===== src/rtl/mips_cpu_muldiv.sv =====
// HI/LO multiply-divide unit: iterative shift-add multiplier and restoring divider.
// Define MIPS_CPU_MULDIV_FAST_MUL_EN to compute MULT/MULTU in a single cycle.
module mips_cpu_muldiv #(
   parameter int unsigned WIDTH  = 32,
   parameter int unsigned FUNC_W = 6
) (
   input  logic              clk,
   input  logic              reset_n,
   input  logic              start,
   input  logic [FUNC_W-1:0] func,
   input  logic [WIDTH-1:0]  a,
   input  logic [WIDTH-1:0]  b,
   output logic              busy,
   output logic              stall,
   output logic              done,
   output logic [WIDTH-1:0]  rdata,
   output logic [WIDTH-1:0]  hi,
   output logic [WIDTH-1:0]  lo
);

   localparam int unsigned CW = $clog2(WIDTH) + 1;

   localparam logic [FUNC_W-1:0] F_MULT  = FUNC_W'('b011000);
   localparam logic [FUNC_W-1:0] F_MULTU = FUNC_W'('b011001);
   localparam logic [FUNC_W-1:0] F_DIV   = FUNC_W'('b011010);
   localparam logic [FUNC_W-1:0] F_DIVU  = FUNC_W'('b011011);
   localparam logic [FUNC_W-1:0] F_MTHI  = FUNC_W'('b010001);
   localparam logic [FUNC_W-1:0] F_MTLO  = FUNC_W'('b010011);
   localparam logic [FUNC_W-1:0] F_MFHI  = FUNC_W'('b010000);
   localparam logic [FUNC_W-1:0] F_MFLO  = FUNC_W'('b010010);

   typedef enum logic [1:0] {S_IDLE, S_MUL, S_DIV, S_FIXUP} state_t;

   state_t            state_q, state_d;
   logic [WIDTH-1:0]  hi_q, hi_d, lo_q, lo_d;
   logic [WIDTH-1:0]  acc_q, acc_d, mq_q, mq_d, opd_q, opd_d, araw_q, araw_d;
   logic [CW-1:0]     cnt_q, cnt_d;
   logic              done_q, done_d, neg_q, neg_d, rneg_q, rneg_d;
   logic              div0_q, div0_d, isdiv_q, isdiv_d;

   logic              valid, accept, sgn, is_mul;
   logic [WIDTH-1:0]  mag_a, mag_b;
   logic [WIDTH:0]    sh, sum;
   logic [2*WIDTH-1:0] prod;

   assign busy = (state_q != S_IDLE);
   assign done = done_q;
   assign hi   = hi_q;
   assign lo   = lo_q;

   always_comb begin
      valid  = (func == F_MULT) || (func == F_MULTU) || (func == F_DIV) || (func == F_DIVU) ||
               (func == F_MTHI) || (func == F_MTLO) || (func == F_MFHI) || (func == F_MFLO);
      accept = start & valid & (state_q == S_IDLE);
      stall  = start & busy & valid;
      rdata  = '0;
      if (accept && func == F_MFHI) rdata = hi_q;
      if (accept && func == F_MFLO) rdata = lo_q;
   end

   always_comb begin
      state_d = state_q;
      hi_d    = hi_q;
      lo_d    = lo_q;
      acc_d   = acc_q;
      mq_d    = mq_q;
      opd_d   = opd_q;
      araw_d  = araw_q;
      cnt_d   = cnt_q;
      neg_d   = neg_q;
      rneg_d  = rneg_q;
      div0_d  = div0_q;
      isdiv_d = isdiv_q;
      done_d  = 1'b0;
      sgn     = (func == F_MULT) || (func == F_DIV);
      is_mul  = (func == F_MULT) || (func == F_MULTU);
      mag_a   = (sgn && a[WIDTH-1]) ? -a : a;
      mag_b   = (sgn && b[WIDTH-1]) ? -b : b;
      sh      = {acc_q, mq_q[WIDTH-1]};
      sum     = {1'b0, acc_q} + (mq_q[0] ? {1'b0, opd_q} : '0);
      prod    = {acc_q, mq_q};

      case (state_q)
         S_IDLE: begin
            if (accept) begin
               if (func == F_MTHI) hi_d = a;
               if (func == F_MTLO) lo_d = a;
               if (is_mul || func == F_DIV || func == F_DIVU) begin
                  neg_d   = sgn & (a[WIDTH-1] ^ b[WIDTH-1]);
                  rneg_d  = sgn & a[WIDTH-1];
                  araw_d  = a;
                  div0_d  = (b == '0);
                  isdiv_d = ~is_mul;
                  cnt_d   = '0;
                  acc_d   = '0;
                  // Multiplier: mq holds |b| and shifts out LSB-first; divider: mq holds |a| MSB-first.
                  mq_d    = is_mul ? mag_b : mag_a;
                  opd_d   = is_mul ? mag_a : mag_b;
                  state_d = is_mul ? S_MUL : S_DIV;
               end
            end
         end
         S_MUL: begin
`ifdef MIPS_CPU_MULDIV_FAST_MUL_EN
            prod = {{WIDTH{1'b0}}, opd_q} * {{WIDTH{1'b0}}, mq_q};
            if (neg_q) prod = -prod;
            {hi_d, lo_d} = prod;
            done_d  = 1'b1;
            state_d = S_IDLE;
`else
            {acc_d, mq_d} = {sum, mq_q[WIDTH-1:1]};
            cnt_d = cnt_q + 1'b1;
            if (cnt_q == CW'(WIDTH-1)) state_d = S_FIXUP;
`endif
         end
         S_DIV: begin
            if (sh >= {1'b0, opd_q}) begin
               acc_d = WIDTH'(sh - {1'b0, opd_q});
               mq_d  = {mq_q[WIDTH-2:0], 1'b1};
            end else begin
               acc_d = sh[WIDTH-1:0];
               mq_d  = {mq_q[WIDTH-2:0], 1'b0};
            end
            cnt_d = cnt_q + 1'b1;
            if (cnt_q == CW'(WIDTH-1)) state_d = S_FIXUP;
         end
         default: begin
            if (isdiv_q) begin
               lo_d = div0_q ? '1 : (neg_q ? -mq_q : mq_q);
               hi_d = div0_q ? araw_q : (rneg_q ? -acc_q : acc_q);
            end else begin
               if (neg_q) prod = -prod;
               {hi_d, lo_d} = prod;
            end
            done_d  = 1'b1;
            state_d = S_IDLE;
         end
      endcase
   end

   always_ff @(posedge clk) begin
      if (!reset_n) begin
         state_q <= S_IDLE;
         hi_q    <= '0;
         lo_q    <= '0;
         acc_q   <= '0;
         mq_q    <= '0;
         opd_q   <= '0;
         araw_q  <= '0;
         cnt_q   <= '0;
         done_q  <= 1'b0;
         neg_q   <= 1'b0;
         rneg_q  <= 1'b0;
         div0_q  <= 1'b0;
         isdiv_q <= 1'b0;
      end else begin
         state_q <= state_d;
         hi_q    <= hi_d;
         lo_q    <= lo_d;
         acc_q   <= acc_d;
         mq_q    <= mq_d;
         opd_q   <= opd_d;
         araw_q  <= araw_d;
         cnt_q   <= cnt_d;
         done_q  <= done_d;
         neg_q   <= neg_d;
         rneg_q  <= rneg_d;
         div0_q  <= div0_d;
         isdiv_q <= isdiv_d;
      end
   end

endmodule


===== config.mk =====
export PLATFORM = sky130hd
export DESIGN_NAME = mips_cpu_muldiv
export DESIGN_NICKNAME = d
export VERILOG_FILES = /design/src/rtl/mips_cpu_muldiv.sv
export SDC_FILE = /design/constraint.sdc
export NUM_CORES = 1
export LEC_CHECK = 0
export BUFFER_PORTS_ARGS = -buffer_cell sky130_fd_sc_hd__buf_2
export CORE_MARGIN = 2
export CORE_UTILIZATION = 60
export CTS_BUF_LIST = sky130_fd_sc_hd__clkbuf_8
export CTS_CLUSTER_DIAMETER = 80
export DETAILED_ROUTE_END_ITERATION = 6
export PLACE_DENSITY = 0.81
export SYNTH_ARGS = -nofsm -noshare
export SYNTH_HDL_FRONTEND = slang
export SYNTH_SLANG_ARGS = --single-unit

===== constraint.sdc =====
create_clock -name clk -period 3.5 [get_ports clk]
set_input_delay 0.175 -clock clk [delete_from_list [all_inputs] [get_ports clk]]
set_output_delay 0.175 -clock clk [all_outputs]
set_load 0.03 [all_outputs]

==> reports/metrics.cfg <==
[worst_setup_path]
worstPathRequired_ps=3900
critical_path.endpoint_type=flop
path_cells=ha_1, and3_1, nor4b_1, nand2_1, o311ai_0, a211oi_2, nor2_2, buf_4, mux2i_1, o221ai_1
worstSetupPathType=reg -> reg
r2r-start=acc_q[13]$_SDFFE_PN0P_
worstSetupStartpointType=flop
cp.arrival_ps=3790
critical-path-max-stage-delay_ps=680
slowest_stage=dfxtp_1
path_max_fanout=13
startpoint=acc_q[13]$_SDFFE_PN0P_

[power]
combPwrFrac_pct=43.8
power.density_nw_per_um2=495
power.leakage_uw=0.00850
power.switching_uw=4500
p_int_uw=5430
power_uw=9920
clock_power_share_pct=25.9
peakVddDrop_mv=0.361
p_sw_share_pct=45.3
pwr-share-seq_pct=30.3

[finish]
n_antenna_cell=0
design_area_um2=20100
multi_input_comb_area_um2=12300
fin_nets=2735
drive_above_1_share_pct=15.8
fillCellCount=2439
seq_area_um2=4110
syn_to_final_growth_pct=14.6

[die]
die_area_um2=30600
die_h_um=175
io_pins=172
die_x_um=175
start_util_pct=61.0
row_count=62
core_um2=28700

[detailed_routing]
wire_per_inst_um=24.8
first_iter_violations=3259
dr.pass1.iters=7
wirelength_um=74400
vias=20800
vias_per_cell=6.95
antenna_left=0
drc_errors=0

[grt]
antenna_found_initial=1
grt_pass1_wl_um=111000
grt_usage_pct=46.6
grt_pass1_vias=19000
overflow=0
grt_max_degree=97

[logic_synthesis]
synth.largest_area_cell=dfxtp_1
synth-edff-count=0
synth_top_area_share_pct=23.4
async_flop_share_pct=0
ys_seq_area_share_pct=23.4
synth_area_per_cell_um2=7.18
ys_ff_latch=205
ys_types=89
ys_warn_count=0
synth_area_um2=17500
ys.flop_type=dfxtp_1
synth_nets=2588
synth_cells=2440
ys_top_cells_by_area=dfxtp_1 23%, a21oi_1 7.7%, nand2_1 6.3%

[worst_hold_path]
hp-class=in -> reg
hold_start=a[26]

[placed_design]
placed_area_um2=19000
io_buffers=171
gp_congestion=1.04
dp_hpwl_um=55800

[timing]
worst_pin_slew_ps=1200
maxSlewViolCount=0
finalCritPeriodShare_pct=97.0
finalHoldViolations=0
clock_skew_ps=21.7
period_needed_ps=3390
setup_violations=0
fmax_mhz=295
timing.slew.headroom_pct=19.7
rsz0062_at_grt=false
fin_setup_tns_ps=0

[clocking]
clk_latency_ps=560
cts.clk_slew.worst_paths_ps=60
clock_path_buffers=3
htreeDepth=2
numCtsBuffers=38
clkSinkCount=205
cts-root-buf=clkbuf_8
cts_tree=built

[flow_run]
maxCapViolCount=0

[run_status]
status=finished, final reports clean

placed cells by master (no fill, tap or decap), types with 39 or more instances in the layout:
cell type,netlist,layout
buf_2,11,171
a22o_1,39,39
dfxtp_1,205,202
mux2i_1,45,45
xnor2_1,113,113
o211ai_1,50,50
nor3_1,52,50
ha_1,73,72
a22oi_1,40,40
inv_1,87,91
a21o_1,42,41
o21ai_0,160,159
xor2_1,74,74
nand3_1,41,41
a21oi_1,269,267
buf_4,4,113
nand2_1,295,294
clkbuf_8,0,55
nor2_1,215,212
state kept, by name, indices dropped and copies added (netlist names):
signal   cells
rneg_q       1
isdiv_q      1
hi          32
state_q      2
opd_q       32
lo          32
div0_q       1
neg_q        1
araw_q      32
acc_q       32
done         1
cnt_q        6
mq_q        32
what timing repair did:
item,CTS,global route
setup endpoints to repair,0,13
hold buffers,21,0
gates resized for setup,0,6
hold endpoints to repair,25,0
setup buffers,0,2
power by group through the flow:
stage / registers [uW] / clock network [uW] / logic (uW)
2_1_floorplan: 3170 / 0 / 2440
3_3_place_gp: 3010 / 0 / 4060
3_5_place_dp: 3020 / 0 / 4120
4_1_cts: 2970 / 2560 / 4160
5_1_grt: 3010 / 2660 / 4540
6_report: 3000 / 2570 / 4350
cells in the mapped netlist, types with 20 or more instances:
library cell  count
nand2_1         295
a21oi_1         269
nor2_1          215
dfxtp_1         205
clkbuf_1        171
o21ai_0         160
xnor2_1         113
inv_1            87
xor2_1           74
ha_1             73
nor3_1           52
o211ai_1         50
mux2i_1          45
a21o_1           42
nand3_1          41
a22oi_1          40
a22o_1           39
a211oi_1         32
or3_1            26
a221oi_1         25
nand2b_1         22
o31ai_1          21
and3_1           20
nor4_1           20
logic make-up after synthesis:
| group | synth area share, % |
|---|---|
| flip-flops | 23.4 |
| multiplexers | 2.77 |
| adder cells (fa/ha/maj) | 5.45 |
| AO/OA/AOI/OAI | 31.2 |
| AND/OR/NAND/NOR | 21.4 |
| buffers and inverters | 6.41 |
| XOR/XNOR | 9.35 |
per-layer routing:
metal | vias up | global-route usage [%] | share of wire (%)
met5 | - | 0 | 0
met4 | 0 | 26.6 | 6.8
met3 | 360 | 11.0 | 14
met2 | 1684 | 68.3 | 41
met1 | 9637 | 62.5 | 38
li1 | 9137 | - | -
final cells by class:
class,count,area share (%)
multi-input combinational,1946,61.5
sequential,205,20.5
clock buffer,55,3.77
tap,384,2.39
timing repair buffer,308,9.84
clock inverter,11,0.368
inverter,88,1.66
metrics by stage:
step / utilization, % / hold slack (ps) / cells / setup slack, ps
final: 69.9 / 6.87 / 2997 / 106
after global routing: 69.9 / 13.5 / 2997 / 7.43
after CTS: 69.8 / 0.155 / 2995 / 53.3
after detailed placement: 66.2 / 443 / 2908 / 110
after global placement: 66.2 / 440 / 2908 / 267
after floorplan: - / 311 / 2440 / 506
final timing paths:
kind	depth (start not counted)	to	slack, ps
setup / recovery	10	acc_q[6]$_SDFFE_PN0P_	110
hold / removal	3	araw_q[26]$_SDFFE_PN0P_	7
setup reg to reg	10	acc_q[6]$_SDFFE_PN0P_	110
hold reg to reg	2	araw_q[18]$_SDFFE_PN0P_	450
worst max-delay path, delay by kind of cell, from the launching register on:
kind	cells	cell delay (ps)
simple gates	4	850
compound gates	3	790
mux	1	220
flops	1	680
buf+inv	1	310
fa+ha+maj	1	370
Power figures use the tool's default switching activity.
